--- config.mk ---
export PLATFORM = sky130hd
export DESIGN_NAME = cnn_pset_wr_flat
export DESIGN_NICKNAME = d
export VERILOG_FILES = /design/src/rtl/cnn_pset_wr_if.sv /design/src/rtl/cnn_pset_wr.sv /design/src/flat_wrapper.sv
export SDC_FILE = /design/constraint.sdc
export NUM_CORES = 1
export LEC_CHECK = 0
export CAP_MARGIN = 0
export CELL_PAD_IN_SITES_DETAIL_PLACEMENT = 1
export CELL_PAD_IN_SITES_GLOBAL_PLACEMENT = 2
export CORE_MARGIN = 10
export CORE_UTILIZATION = 20
export CTS_CLUSTER_SIZE = 8
export DETAILED_ROUTE_END_ITERATION = 16
export PLACE_DENSITY = 0.73
export SYNTH_ARGS = -nofsm -noshare
export SYNTH_HDL_FRONTEND = slang
export SYNTH_SLANG_ARGS = --single-unit
--- constraint.sdc ---
create_clock -name clk -period 1.13 [get_ports clk]
set_input_delay 0.226 -clock clk [delete_from_list [all_inputs] [get_ports clk]]
set_output_delay 0.226 -clock clk [all_outputs]
set_load 0.005 [all_outputs]
--- src/rtl/cnn_pset_wr_if.sv ---
// Host stream and parameter-memory write port
// for the CNN parameter-set writer.
interface cnn_pset_wr_if #(
  parameter int DATA_SIZE = 16,
  parameter int MEM_SIZE  = 16
);
  logic                 in_valid;
  logic [DATA_SIZE-1:0] in_data;
  logic                 in_ready;
  logic                 ps_we;
  logic [MEM_SIZE-1:0]  ps_wa;
  logic [DATA_SIZE-1:0] ps_wd;

  modport master (
    output in_valid, in_data,
    input  in_ready, ps_we, ps_wa, ps_wd
  );

  modport slave (
    input  in_valid, in_data,
    output in_ready, ps_we, ps_wa, ps_wd
  );
endinterface

--- src/rtl/cnn_pset_wr.sv ---
// CNN parameter-set writer: streams NPARAM host words into memory.
// Optional checksum word after the set is enabled by PSET_CHK_EN.
module cnn_pset_wr #(
  parameter int DATA_SIZE = 16,
  parameter int MEM_SIZE  = 16,
  parameter int NPARAM    = 12,
  parameter int BASE_ADDR = 0
) (
  input  logic           clk,
  input  logic           rst_n,
  input  logic           start,
  cnn_pset_wr_if.slave   bus,
  output logic           busy,
  output logic           done,
  output logic           err
);
  localparam int CW = $clog2(NPARAM + 1);

`ifdef PSET_CHK_EN
  typedef enum logic [1:0] {IDLE, WRITE, CHK, FIN} st_t;
`else
  typedef enum logic [1:0] {IDLE, WRITE, FIN} st_t;
`endif

  st_t           state, nxt;
  logic [CW-1:0] cnt;
  logic          rdy;
  logic          last;

  assign last         = (cnt == CW'(NPARAM - 1));
  assign bus.in_ready = rdy;
  assign busy         = (state != IDLE);

  // state register
  always_ff @(posedge clk or negedge rst_n) begin
    if (!rst_n) state <= IDLE;
    else        state <= nxt;
  end

  // next state and ready; ready depends on state only
  always_comb begin
    nxt = state;
    rdy = 1'b0;
    unique case (state)
      IDLE: if (start) nxt = WRITE;
      WRITE: begin
        rdy = 1'b1;
`ifdef PSET_CHK_EN
        if (bus.in_valid && last) nxt = CHK;
`else
        if (bus.in_valid && last) nxt = FIN;
`endif
      end
`ifdef PSET_CHK_EN
      CHK: begin
        rdy = 1'b1;
        if (bus.in_valid) nxt = FIN;
      end
`endif
      FIN: nxt = IDLE;
      default: nxt = IDLE;
    endcase
  end

`ifdef PSET_CHK_EN
  logic [DATA_SIZE-1:0] sum;

  // running checksum and mismatch flag
  always_ff @(posedge clk or negedge rst_n) begin
    if (!rst_n) begin
      sum <= '0;
      err <= 1'b0;
    end else begin
      unique case (state)
        IDLE: if (start) begin
          sum <= '0;
          err <= 1'b0;
        end
        WRITE: if (bus.in_valid) sum <= sum + bus.in_data;
        CHK: if (bus.in_valid) err <= (bus.in_data != sum);
        default: ;
      endcase
    end
  end
`else
  assign err = 1'b0;
`endif

  // word counter, memory write port and done flag
  always_ff @(posedge clk or negedge rst_n) begin
    if (!rst_n) begin
      cnt       <= '0;
      bus.ps_we <= 1'b0;
      bus.ps_wa <= '0;
      bus.ps_wd <= '0;
      done      <= 1'b1;
    end else begin
      bus.ps_we <= 1'b0;
      unique case (state)
        IDLE: if (start) begin
          cnt  <= '0;
          done <= 1'b0;
        end
        WRITE: if (bus.in_valid) begin
          bus.ps_we <= 1'b1;
          bus.ps_wa <= MEM_SIZE'(BASE_ADDR) + MEM_SIZE'(cnt);
          bus.ps_wd <= bus.in_data;
          cnt       <= cnt + CW'(1);
        end
        FIN: done <= 1'b1;
        default: ;
      endcase
    end
  end
endmodule

--- src/flat_wrapper.sv ---
// flat-port wrapper written by rule: the top's interface ports become plain ports
module cnn_pset_wr_flat 
#(
  parameter int DATA_SIZE = 16,
  parameter int MEM_SIZE  = 16,
  parameter int NPARAM    = 12,
  parameter int BASE_ADDR = 0
)
  (clk, rst_n, start, busy, done, err, bus_in_valid, bus_in_data, bus_in_ready, bus_ps_we, bus_ps_wa, bus_ps_wd);
  cnn_pset_wr_if #(.DATA_SIZE(DATA_SIZE), .MEM_SIZE(MEM_SIZE)) bus_i ();
  input  logic clk;
  input  logic rst_n;
  input  logic start;
  output logic busy;
  output logic done;
  output logic err;
  input wire logic [$bits(bus_i.in_valid)-1:0] bus_in_valid;
  input wire logic [$bits(bus_i.in_data)-1:0] bus_in_data;
  output wire logic [$bits(bus_i.in_ready)-1:0] bus_in_ready;
  output wire logic [$bits(bus_i.ps_we)-1:0] bus_ps_we;
  output wire logic [$bits(bus_i.ps_wa)-1:0] bus_ps_wa;
  output wire logic [$bits(bus_i.ps_wd)-1:0] bus_ps_wd;
  assign bus_i.in_valid = bus_in_valid;
  assign bus_i.in_data = bus_in_data;
  assign bus_in_ready = bus_i.in_ready;
  assign bus_ps_we = bus_i.ps_we;
  assign bus_ps_wa = bus_i.ps_wa;
  assign bus_ps_wd = bus_i.ps_wd;
  cnn_pset_wr #(.DATA_SIZE(DATA_SIZE), .MEM_SIZE(MEM_SIZE), .NPARAM(NPARAM), .BASE_ADDR(BASE_ADDR)) u_core (.clk(clk), .rst_n(rst_n), .start(start), .bus(bus_i), .busy(busy), .done(done), .err(err));
endmodule
==> metrics.cfg <==
[sta]
final_max_slew_viol_count = 0
fin_setup_tns_ns = -2.88
setup_ws_ns = -0.174
fin_worst_skew_ns = 0.000980
max_freq_ghz = 0.767
finalSetupViolations = 30
hold_slack_ns = 0.274
finalCritPeriodShare = 1.15
min_period_ns = 1.30
rsz0062_at_grt = true
hold_viol = 0

[setup_path]
crit_start = u_core.state[0]
critPathKind = register to output pin
crit_end = busy
reg2regPathDepth = 5
rr_startpoint = u_core.state[1]
worst_r2r_endpoint = u_core.cnt[2]
required_ns = 0.90
cp_max_fo = 3
cp-start-kind = register
rrSetupSlack_ns = -0.14
arrival_ns = 1.08
endpoint_kind = output pin

[placement]
hpwl_um = 2690
routabilityCongestion = 0.679
placed_cell_area_mm2 = 0.00179
placed_cells = 257
port_buffers = 43
place_ws_ns = -0.308

[clock_network]
path_clk_slew_ns = 0.09
hold_buffers = 0
htree_levels = 1
cts.path.max_buffers = 2
clock-sinks = 28
worstSkewPairLatency_ns = 0.27
root_buffer = clkbuf_8
cts_made_buffers = 3
cts_tree = yes

[grt]
grt_start_max_net_pins = 18
antenna_found_initial = 0
track_usage = 0.0701
grt_pass1_wl_um = 5600
gr-total-overflow = 0
grt_pass1_vias = 1112

[power]
swShare = 0.329
pwr-share-comb = 0.457
p_sw_mw = 1.34
power_mw = 4.07
power.density_mw_per_mm2 = 2160
internal_power_mw = 2.73
irDropWorstVdd_mv = 0.625
p_seq_frac = 0.391
cellLeakagePower_nw = 0.994
clkPwrFrac = 0.152

[layout]
drive_above_1_share = 0.291
n_antenna_cell = 0
fin_cells = 271
fin_area_mm2 = 0.00189
fill_cells = 695
final_core_util = 0.319
areaGrowthSynthToFinish_pct = 54.6
nNetsFinal = 218

[routing]
viasPerCell = 3.84
vias = 1040
remaining_drc_errors = 0
antenna_left = 0
wire_per_inst_um = 12.9
drt_iter0_markers = 34
firstDrtPassIters = 4
routed_wl_um = 3490

[die]
core.rowCount = 28
core_area_mm2 = 0.00592
dieArea_mm2 = 0.00963
num_io_pins = 57
initial_utilization = 0.206
die_h_um = 98.1
die-width_um = 98.1

[yosys]
syn_avg_cell_area_um2 = 9.32
ys_types = 23
synthCells = 131
synth.top_cell.area_share = 0.553
yosys_warnings = 0
synth_top_area_cell = dfrtp_1
synth_area_mm2 = 0.00122
synth.ff_latch_count = 28
synthTopCellsByArea = dfrtp_1, nand2_1, buf_4, dfstp_2, nand3b_4
ys_seq_area_frac = 0.575

[run_status]
status = complete, but fails checks
violations = negative setup slack

[hold_path]
hp-class = primary input to asynchronous set/reset pin

[flow_run]
maxCapViolCount = 0

==> cell usage after synthesis, drive strengths merged <==
master   n
nand2   65
dfrtp   27
buf     17
o21ai    3
inv      2
nand3    2
a21boi   1
and4b    1
clkinv   1
conb     1
dfstp    1
ha       1
mux2i    1
nand3b   1
nand4    1
nand4b   1
nor2b    1
nor3b    1
o21a     1
or2      1
or3b     1
==> critical path, stage by stage, from the launching register on <==
cell and delay [ns]:
dfrtp_1 0.43, or2_4 0.26, buf_6 0.11
==> area by class of cell <==
type | count | area (µm²) | share of cell area
multi-input combinational | 95 | 454 | 0.241
sequential | 28 | 703 | 0.372
inverter | 3 | 16.3 | 0.00861
timing repair buffer | 66 | 566 | 0.300
clock buffer | 4 | 55.1 | 0.0292
tap | 75 | 93.8 | 0.0497
==> per-layer routing <==
layer | vias to the layer above | global-route usage | share of wire
li1 | 510 | - | -
met1 | 498 | 0.0815 | 0.45
met2 | 30 | 0.119 | 0.49
met3 | 2 | 0.0155 | 0.053
met4 | 0 | 0.0331 | 0.014
met5 | - | 0 | 0
==> repair_timing <==
action                     CTS  global route
pin swaps                    3             2
buffers inserted             2             8
setup endpoints to repair   50            47
gates resized for setup     64            26
==> worst min path at each step <==
| stage | from | endpoint | slack, ns |
|---|---|---|---|
| final | rst_n | u_core.bus.ps_wd[0] | 0.27 |
| after global routing | rst_n | u_core.bus.ps_wd[0] | 0.28 |
| after CTS | rst_n | u_core.bus.ps_wd[5] | 0.27 |
| after detailed placement | u_core.bus.ps_wd[13] | u_core.bus.ps_wd[13] | 0.47 |
| after global placement | u_core.bus.ps_wd[8] | u_core.bus.ps_wd[8] | 0.46 |
| after floorplan | rst_n | u_core.bus.ps_wa[0] | -0.07 |
==> registers in the layout, indices dropped and copies added (netlist names) <==
register	cells
u_core.bus.ps_wd	16
u_core.bus.ps_wa	4
u_core.cnt	4
u_core.state	2
u_core.bus.ps_we	1
u_core.done	1
==> power groups by stage <==
| stage | sequential, mW | clock [mW] | combinational [mW] |
|---|---|---|---|
| CTS | 1.59 | 0.651 | 1.77 |
| global route | 1.65 | 0.693 | 2.09 |
| detailed placement | 1.61 | 0 | 1.82 |
| global placement | 1.59 | 0 | 1.80 |
| finish | 1.59 | 0.619 | 1.86 |
| floorplan | 1.63 | 0 | 0.646 |
==> layout by cell type, fill, tap and decap left out, drive strengths merged, types with 2 or more instances in the layout <==
| master | synthesis | final |
|---|---|---|
| buf | 17 | 28 |
| conb | 1 | 13 |
| clkbuf | 0 | 19 |
| o21ai | 3 | 3 |
| clkdlybuf4s15 | 0 | 4 |
| nand3 | 2 | 2 |
| nand2 | 65 | 65 |
| clkdlybuf4s50 | 0 | 19 |
| dfrtp | 27 | 27 |
| inv | 2 | 2 |
==> cell families after synthesis <==
| logic type | after synthesis | synth area share |
|---|---|---|
| AO/OA/AOI/OAI | 5 | 0.0246 |
| adder cells (fa/ha/maj) | 1 | 0.0102 |
| buffers and inverters | 20 | 0.111 |
| flip-flops | 28 | 0.575 |
| multiplexers | 1 | 0.00820 |
| other | 1 | 0.00307 |
| AND/OR/NAND/NOR | 75 | 0.268 |
Note: power is estimated with default switching activity, not from simulation.
